### src/rtl/prefix_mp_seq_pkg.sv
// Shared definitions for the multi-precision prefix-adder sequencer:
// FSM state encoding and the byte-slice width.
package prefix_mp_seq_pkg;

  localparam int SLICE = 8;

  typedef enum logic [1:0] {
    ST_IDLE = 2'd0,
    ST_RUN  = 2'd1,
    ST_DONE = 2'd2
  } state_t;

endpackage

### src/rtl/prefix_mp_seq_prefixAdd.sv
// 8-bit Kogge-Stone prefix adder with carry-in; sum only, no carry out.
// The sequencer reconstructs the byte carry-out from the operand and sum MSBs.
module prefixAdd (
  input  logic [7:0] a,
  input  logic [7:0] b,
  input  logic       cin,
  output logic [7:0] S
);

  logic [7:0] w_g0;
  logic [7:0] w_p0;
  logic [6:0] w_g1;
  logic [6:0] w_p1;
  logic [6:0] w_g2;
  logic [6:0] w_p2;
  logic [6:0] w_g3;
  logic [6:0] w_p3;
  logic [7:0] w_c;

  assign w_g0 = a & b;
  assign w_p0 = a ^ b;

  // Three prefix levels (span 1, 2, 4) cover carries into bits 1..7.
  for (genvar i = 0; i < 7; i++) begin : gLevels
    if (i >= 1) begin : gL1
      assign w_g1[i] = w_g0[i] | (w_p0[i] & w_g0[i-1]);
      assign w_p1[i] = w_p0[i] & w_p0[i-1];
    end else begin : gL1Pass
      assign w_g1[i] = w_g0[i];
      assign w_p1[i] = w_p0[i];
    end
    if (i >= 2) begin : gL2
      assign w_g2[i] = w_g1[i] | (w_p1[i] & w_g1[i-2]);
      assign w_p2[i] = w_p1[i] & w_p1[i-2];
    end else begin : gL2Pass
      assign w_g2[i] = w_g1[i];
      assign w_p2[i] = w_p1[i];
    end
    if (i >= 4) begin : gL3
      assign w_g3[i] = w_g2[i] | (w_p2[i] & w_g2[i-4]);
      assign w_p3[i] = w_p2[i] & w_p2[i-4];
    end else begin : gL3Pass
      assign w_g3[i] = w_g2[i];
      assign w_p3[i] = w_p2[i];
    end
  end

  assign w_c = {w_g3 | (w_p3 & {7{cin}}), cin};
  assign S   = w_p0 ^ w_c;

endmodule

### src/rtl/prefix_mp_seq.sv
// Multi-precision add/subtract: streams W-bit operands one byte per clock
// through a single prefixAdd, LSB first, chaining the carry in a register.
module prefix_mp_seq
  import prefix_mp_seq_pkg::*;
#(
  parameter int NBYTES = 4
) (
  input  logic                      clk,
  input  logic                      rst,
  input  logic                      start,
  input  logic                      sub,
  input  logic [SLICE*NBYTES-1:0]   a,
  input  logic [SLICE*NBYTES-1:0]   b,
  input  logic                      cin,
  output logic                      busy,
  output logic                      done,
  output logic [SLICE*NBYTES-1:0]   sum,
  output logic                      cout,
  output logic                      ovf
);

  localparam int W  = SLICE * NBYTES;
  localparam int IW = (NBYTES > 1) ? $clog2(NBYTES) : 1;
  localparam logic [IW-1:0] LAST_IDX = IW'(NBYTES - 1);

  state_t          r_state;
  logic [IW-1:0]   r_idx;
  logic [W-1:0]    r_opA;
  logic [W-1:0]    r_opB;
  logic            r_carry;
  logic [W-1:0]    r_sum;
  logic            r_cout;
  logic            r_ovf;

  logic [SLICE-1:0] w_aByte;
  logic [SLICE-1:0] w_bByte;
  logic [SLICE-1:0] w_sByte;
  logic             w_c7;
  logic             w_c8;

  assign w_aByte = r_opA[SLICE*r_idx +: SLICE];
  assign w_bByte = r_opB[SLICE*r_idx +: SLICE];

  prefixAdd u_prefixAdd (
    .a   (w_aByte),
    .b   (w_bByte),
    .cin (r_carry),
    .S   (w_sByte)
  );

  // The adder has no carry output: recover the MSB carry-in from the sum bit,
  // then the carry-out as generate-or-(propagate-and-carry-in).
  assign w_c7 = w_aByte[SLICE-1] ^ w_bByte[SLICE-1] ^ w_sByte[SLICE-1];
  assign w_c8 = (w_aByte[SLICE-1] & w_bByte[SLICE-1]) |
                ((w_aByte[SLICE-1] ^ w_bByte[SLICE-1]) & ~w_sByte[SLICE-1]);

  always_ff @(posedge clk or posedge rst) begin
    if (rst) begin
      r_state <= ST_IDLE;
      r_idx   <= '0;
      r_opA   <= '0;
      r_opB   <= '0;
      r_carry <= 1'b0;
      r_sum   <= '0;
      r_cout  <= 1'b0;
      r_ovf   <= 1'b0;
    end else begin
      case (r_state)
        ST_IDLE: begin
          if (start) begin
            r_opA   <= a;
            r_opB   <= sub ? ~b : b;
            r_carry <= sub | cin;
            r_sum   <= '0;
            r_cout  <= 1'b0;
            r_ovf   <= 1'b0;
            r_idx   <= '0;
            r_state <= ST_RUN;
          end
        end
        ST_RUN: begin
          r_sum[SLICE*r_idx +: SLICE] <= w_sByte;
          r_carry <= w_c8;
          if (r_idx == LAST_IDX) begin
            r_cout  <= w_c8;
            r_ovf   <= w_c7 ^ w_c8;
            r_state <= ST_DONE;
          end else begin
            r_idx <= r_idx + 1'b1;
          end
        end
        ST_DONE: r_state <= ST_IDLE;
        default: r_state <= ST_IDLE;
      endcase
    end
  end

  assign busy = (r_state != ST_IDLE);
  assign done = (r_state == ST_DONE);
  assign sum  = r_sum;
  assign cout = r_cout;
  assign ovf  = r_ovf;

endmodule

### config.mk
export PLATFORM = sky130hd
export DESIGN_NAME = prefix_mp_seq
export DESIGN_NICKNAME = d
export VERILOG_FILES = /design/src/rtl/prefix_mp_seq_pkg.sv /design/src/rtl/prefix_mp_seq_prefixAdd.sv /design/src/rtl/prefix_mp_seq.sv
export SDC_FILE = /design/constraint.sdc
export NUM_CORES = 1
export LEC_CHECK = 0
export CAP_MARGIN = 0
export CORE_ASPECT_RATIO = 0.6
export CORE_MARGIN = 2
export CORE_UTILIZATION = 55
export DETAILED_ROUTE_END_ITERATION = 6
export GPL_ROUTABILITY_DRIVEN = 0
export GPL_TIMING_DRIVEN = 0
export PLACE_DENSITY = 0.85
export SLEW_MARGIN = 10
export SYNTH_ARGS = -nofsm -noshare
export SYNTH_HDL_FRONTEND = slang
export SYNTH_SLANG_ARGS = --single-unit
### constraint.sdc
create_clock -name clk -period 9 [get_ports clk]
set_clock_uncertainty 0.05 [all_clocks]
set_input_delay 0.9 -clock clk [delete_from_list [all_inputs] [get_ports clk]]
set_output_delay 0.9 -clock clk [all_outputs]
set_load 0.01 [all_outputs]
==> impl_metrics.json, run 1 <==
{
  "rsz0062_at_grt": "false",
  "crit_type": "flop to flop",
  "peakVddDrop_mv": 0.212,
  "cts_made_buffers": 9,
  "tightestPinTransition_ps": 833,
  "p_total_mw": 2.82,
  "vias": 3743,
  "regToRegEndpoint": "ovf$_DFFE_PP0P_",
  "powerDensity_nw_per_um2": 442,
  "crit_end": "ovf$_DFFE_PP0P_",
  "worstPathArrival_ps": 4430,
  "first_global_vias": 3890,
  "diodes": 0,
  "drv_cap": 0,
  "required_ps": 9190,
  "clockBufferDepth": 2,
  "crit_fanout": 10,
  "place_hpwl_um": 9340,
  "finalCritPeriodShare": 0.471,
  "h-tree-depth": 3,
  "finalHoldViolCount": 0,
  "grt_util_all_layers": 0.278,
  "cp_top_family": "adder cells",
  "r2r_start": "r_idx[1]$_DFFE_PP0P_",
  "port_buffers": 103,
  "yosysWarningCount": 0,
  "crit_buf_inv": 2,
  "place_inst": 622,
  "slowest_stage": "fa_1",
  "dpl_cell_area_um2": 6100,
  "start_util": 0.570,
  "finalSetupTns_ps": 0,
  "p_leak_nw": 2.65,
  "die_w_um": 126,
  "drive_gt1_frac": 0.158,
  "hold-worst-slack_ps": 439,
  "std_cell_rows": 26,
  "cts_tree": "done",
  "max_stage_delay_ps": 640,
  "crit_chain": "buf_2 > buf_1 > mux4_2 > ha_1 > nand4_1 > or3_1 > nand3b_1 > a21oi_1 > fa_1 > xnor2_1 > xnor2_1 > a22o_1",
  "viasPerCell": 5.87,
  "grt_max_degree": 67,
  "routedWlPerCell_um": 19.8,
  "wl_um": 12600,
  "syn-num-nets": 490,
  "post-cts-setup-buffer-count": 0,
  "finalSetupViolations": 0,
  "r2r_setup_slack_ps": 4760,
  "clkSinkCount": 103,
  "crit_start": "r_idx[1]$_DFFE_PP0P_",
  "synthDistinctLibCells": 36,
  "maxSlewHeadroom": 0.444,
  "ys_seq_area_frac": 0.527,
  "fillers": 567,
  "min_path_type": "flop to flop",
  "cts-root-buf": "clkbuf_16",
  "grt_pass1_wl_um": 20600,
  "insertion_delay_ps": 350,
  "synth-seq-cells": 103,
  "fin_cells": 638,
  "synth.avg_cell_area_um2": 12.1,
  "die_y_um": 77.1,
  "start_kind": "flop",
  "drc": 0,
  "cp.depth": 12,
  "antenna_found_initial": 0,
  "drtAntennaViolNets": 0,
  "fp.dieArea_um2": 9700,
  "period_needed_ps": 4240,
  "hold_buffers": 0,
  "ios": 105,
  "max_clock_freq_mhz": 236,
  "worst-r2r-cell-count": 12,
  "finalInstanceArea_um2": 6400,
  "coreArea_um2": 8590,
  "syn_area_um2": 4890,
  "outcome": "finished, final reports clean",
  "crit_top_cell": "xnor2_1",
  "cts.clk_slew.worst_paths_ps": 70,
  "area_growth_pct": 30.7,
  "crit_path_end_kind": "flop",
  "drv_slew": 0,
  "grt-ovfl-total": 0,
  "drtIter0Drc": 336,
  "firstDrtPassIters": 4,
  "syn_inst": 406,
  "finalNetCount": 605,
  "post_cts_resized": 0
}
-- how the worst min path moves through the flow --
stage,startpoint,endpoint,slack (ps),depth (start not counted)
6_report,sum[13]$_DFFE_PP0P_,sum[13]$_DFFE_PP0P_,440,2
5_1_grt,r_opA[14]$_DFFE_PP0P_,r_opA[14]$_DFFE_PP0P_,480,1
4_1_cts,sum[13]$_DFFE_PP0P_,sum[13]$_DFFE_PP0P_,440,2
3_5_place_dp,sum[13]$_DFFE_PP0P_,sum[13]$_DFFE_PP0P_,430,2
3_3_place_gp,sum[17]$_DFFE_PP0P_,sum[17]$_DFFE_PP0P_,420,2
2_1_floorplan,r_opA[16]$_DFFE_PP0P_,r_opA[16]$_DFFE_PP0P_,430,1
-- layout make-up --
type / count / area [um2] / share of cell area
multi-input combinational: 274 / 2190 / 0.342
clock inverter: 5 / 57.6 / 0.00900
timing repair buffer: 104 / 1060 / 0.165
inverter: 8 / 32.5 / 0.00509
sequential: 103 / 2580 / 0.403
tap: 112 / 140 / 0.0219
buffer: 21 / 97.6 / 0.0153
clock buffer: 11 / 243 / 0.0379
-- logic make-up after synthesis --
| family | count (synthesis) | synth area share |
|---|---|---|
| adders and majority gates | 15 | 0.0414 |
| DFF | 103 | 0.527 |
| and+or+nand+nor | 82 | 0.0754 |
| xor gates and xnor gates | 38 | 0.0680 |
| muxes | 49 | 0.150 |
| buffers and inverters | 29 | 0.0261 |
| AOI/OAI and AO/OA | 90 | 0.113 |
-- worst register-to-register path: stages, from the launching register on --
cell and delay, ps:
dfrtp_1 380, buf_2 310, buf_1 640, mux4_2 470
ha_1 420, nand4_1 140, or3_1 370, nand3b_1 130
a21oi_1 110, fa_1 640, xnor2_1 170, xnor2_1 120
a22o_1 190
-- layer usage --
metal  wire, um  global-route usage  up-vias
li1           -                   -     1673
met1       5460               0.388     1886
met2       5860               0.437      165
met5          0                   0        -
met4        157              0.0714        0
met3       1150              0.0789       19
-- sequential cells by signal, indices dropped and copies added, names as in the netlist --
name and flops:
sum 32, r_carry 1, cout 1, ovf 1, r_opB 32, r_idx 2
r_opA 32, r_state 2
-- stage by stage --
stage / setup WS (ps) / utilization
finish: 4760 / 0.745
global route: 4610 / 0.745
global placement: 4020 / 0.706
floorplan: 5350 / -
CTS: 4780 / 0.745
detailed placement: 4850 / 0.710
-- synth_stat cells, drive strengths merged --
cell,number,area [um2]
a211oi,1,7.51
a21o,1,7.51
a21oi,43,215
a22o,18,158
and2,1,6.26
and2b,1,7.51
and3,2,12.5
and4,2,17.5
buf,20,93.8
clkbuf,1,3.75
dfrtp,103,2580
fa,2,40.0
ha,13,163
inv,8,30.0
mux2,33,372
mux4,16,360
nand2,25,93.8
nand2b,1,6.26
nand3,3,15.0
nand3b,1,7.51
nand4,2,12.5
nor2,36,135
nor2b,3,18.8
nor3,1,5.00
nor3b,1,12.5
o211ai,2,15.0
o21ai,16,80.1
o221ai,2,17.5
o22a,1,8.76
o22ai,1,6.26
o31ai,5,37.5
or2,1,6.26
or3,2,12.5
xnor2,36,315
xor2,2,17.5
-- placed cells by master (no fill, tap or decap), drive strengths merged, types with 3 or more instances in the layout --
| cell type | instances |
|---|---|
| a21oi | 43 |
| mux4 | 16 |
| clkbuf | 12 |
| clkdlybuf4s50 | 103 |
| nor2b | 3 |
| nor2 | 36 |
| nand2 | 25 |
| inv | 8 |
| o31ai | 5 |
| buf | 21 |
| a22o | 18 |
| dfrtp | 103 |
| clkinv | 4 |
| ha | 13 |
| nand3 | 3 |
| mux2 | 33 |
| xnor2 | 36 |
| o21ai | 16 |
-- power by group --
group          switching [mW]  internal, mW  leakage, nW  total, mW
logic                   0.922         0.701         1.25       1.62
registers               0.128         0.679         1.26      0.807
clock network           0.170         0.223        0.149      0.394
Note: power is estimated with default switching activity, not from simulation.
==> inputs of run 2 (changes only) <==
--- a/config.mk
+++ b/config.mk
@@ -8,11 +8,11 @@
 export CAP_MARGIN = 0
 export CORE_ASPECT_RATIO = 0.6
 export CORE_MARGIN = 2
-export CORE_UTILIZATION = 55
+export CORE_UTILIZATION = 51
 export DETAILED_ROUTE_END_ITERATION = 6
 export GPL_ROUTABILITY_DRIVEN = 0
 export GPL_TIMING_DRIVEN = 0
-export PLACE_DENSITY = 0.85
+export PLACE_DENSITY = 0.8
 export SLEW_MARGIN = 10
 export SYNTH_ARGS = -nofsm -noshare
 export SYNTH_HDL_FRONTEND = slang
==> constraint.sdc (replaced) <==
create_clock -name clk -period 4.4 [get_ports clk]
set_clock_uncertainty 0.05 [all_clocks]
set_input_delay 0.44 -clock clk [delete_from_list [all_inputs] [get_ports clk]]
set_output_delay 0.44 -clock clk [all_outputs]
set_load 0.01 [all_outputs]
==> run 2 against run 1 <==
  * Hold slack gained 0.61 ps
  * Maximum frequency grew 2.2%
  * Global-route usage shrank 1.9 points
  * First-iteration DRC count shrank 16%
  * Clock power grew 98%
  * Cell count grew 2.7%
  * Sequential power grew 100%
  * Power grew 100%
  * Count of clock-buffer cells in the layout grew 1
  * Cell area is essentially flat
  * Wire length shrank 0.65%
  * Sequential share of layout area is essentially flat
==> impl_metrics.json, run 2 (synthesis gave the netlist of run 1 again) <==
{
  "crit_type": "flop to flop",
  "coreArea_um2": 9260,
  "place_hpwl_um": 9280,
  "die_w_um": 130,
  "cp_top_family": "adder cells",
  "p_leak_nw": 2.64,
  "ios": 105,
  "outcome": "finished, final reports clean",
  "vias": 3703,
  "grt_util_all_layers": 0.259,
  "hold-worst-slack_ps": 440,
  "crit_chain": "buf_2 > buf_2 > mux4_2 > ha_1 > a21oi_1 > o22a_1 > nand3b_1 > a21oi_1 > fa_1 > xnor2_1 > xnor2_1 > a22o_1",
  "fillers": 672,
  "post-cts-setup-buffer-count": 0,
  "max_clock_freq_mhz": 241,
  "std_cell_rows": 27,
  "slowest_stage": "mux4_2",
  "fp.dieArea_um2": 10400,
  "hold_buffers": 0,
  "tightestPinTransition_ps": 781,
  "drc": 0,
  "first_global_vias": 3876,
  "maxSlewHeadroom": 0.480,
  "r2r_setup_slack_ps": 250,
  "cts_made_buffers": 9,
  "wl_um": 12500,
  "drive_gt1_frac": 0.154,
  "drtAntennaViolNets": 0,
  "drv_cap": 0,
  "cts-root-buf": "clkbuf_16",
  "grt_pass1_wl_um": 19900,
  "finalCritPeriodShare": 0.942,
  "clockBufferDepth": 2,
  "crit_path_end_kind": "flop",
  "p_total_mw": 5.74,
  "cts.clk_slew.worst_paths_ps": 70,
  "drv_slew": 0,
  "h-tree-depth": 3,
  "max_stage_delay_ps": 600,
  "clkSinkCount": 103,
  "post_cts_resized": 0,
  "start_util": 0.529,
  "powerDensity_nw_per_um2": 896,
  "crit_buf_inv": 2,
  "min_path_type": "flop to flop",
  "start_kind": "flop",
  "antenna_found_initial": 0,
  "finalSetupTns_ps": 0,
  "diodes": 0,
  "period_needed_ps": 4150,
  "layout_common_cells": "dfrtp_1, clkdlybuf4s50_1, a21oi_1",
  "finalHoldViolCount": 0,
  "required_ps": 4590,
  "cts_tree": "done",
  "finalSetupViolations": 0,
  "rsz0062_at_grt": "false",
  "peakVddDrop_mv": 0.498,
  "area_growth_pct": 30.8,
  "routedWlPerCell_um": 19.1,
  "grt_max_degree": 63,
  "grt-ovfl-total": 0,
  "port_buffers": 103,
  "viasPerCell": 5.65,
  "firstDrtPassIters": 4,
  "die_y_um": 79.9,
  "worstPathArrival_ps": 4330,
  "insertion_delay_ps": 350,
  "finalNetCount": 605,
  "drtIter0Drc": 281,
  "crit_fanout": 10
}
==> run 2: cell count changes in the layout (fill, tap and decap cells not counted), sizes merged <==
| cell | delta |
|---|---|
| clkinvlp | +2 |
| clkinv | -4 |
| buf | -1 |
| clkbuf | +2 |
==> run 2: worst reg2reg max path, stage by stage (launching register included) <==
cell	delay, ps
dfrtp_1	390
buf_2	260
buf_2	390
mux4_2	600
ha_1	390
a21oi_1	270
o22a_1	220
nand3b_1	100
a21oi_1	250
fa_1	560
xnor2_1	230
xnor2_1	120
a22o_1	200
==> run 2: layer usage <==
metal	routed length [um]	global-route usage	vias up
met5	0	0	-
met4	176	0.0734	0
met3	1090	0.0731	17
met2	5570	0.395	159
met1	5700	0.367	1861
li1	-	-	1666
==> run 2: power breakdown <==
group	internal, mW	switching [mW]
clock	0.439	0.343
sequential	1.39	0.255
combinational	1.43	1.88
==> run 2: final timing paths <==
check,startpoint,to,depth (start not counted)
max in group asynchronous,rst,r_opB[5]$_DFFE_PP0P_,3
hold / removal,sum[1]$_DFFE_PP0P_,sum[1]$_DFFE_PP0P_,2
setup / recovery,r_idx[0]$_DFFE_PP0P_,ovf$_DFFE_PP0P_,12
min in group asynchronous,rst,r_opA[7]$_DFFE_PP0P_,2
hold reg to reg,sum[1]$_DFFE_PP0P_,sum[1]$_DFFE_PP0P_,2
setup reg to reg,r_idx[0]$_DFFE_PP0P_,ovf$_DFFE_PP0P_,12
==> run 2: layout make-up <==
type | instances | area [um2] | share of cell area
clock buffers | 12 | 236 | 0.0369
multi-input cells | 274 | 2190 | 0.342
inverters | 8 | 32.5 | 0.00508
clock inverters | 3 | 45.0 | 0.00704
repair buffers | 104 | 1060 | 0.165
plain buffers | 21 | 98.8 | 0.0154
flip-flops and latches | 103 | 2580 | 0.403
well taps | 130 | 163 | 0.0254
==> run 2: through the flow <==
| step | instance area (um2) | utilization | cells | setup slack (ps) |
|---|---|---|---|---|
| 6_report | 6400 | 0.692 | 655 | 255 |
| 5_1_grt | 6400 | 0.692 | 655 | 78.7 |
| 4_1_cts | 6400 | 0.691 | 655 | 230 |
| 3_5_place_dp | 6120 | 0.661 | 640 | 253 |
| 3_3_place_gp | 6090 | 0.658 | 639 | -112 |
| 2_1_floorplan | 4890 | - | 406 | 952 |
==> inputs of run 3 (changes only) <==
--- a/config.mk
+++ b/config.mk
@@ -17,3 +17,4 @@
 export SYNTH_ARGS = -nofsm -noshare
 export SYNTH_HDL_FRONTEND = slang
 export SYNTH_SLANG_ARGS = --single-unit
+export TNS_END_PERCENT = 5
==> results of run 3 <==
The final DEF is identical to that of run 2; final timing and power are the same.
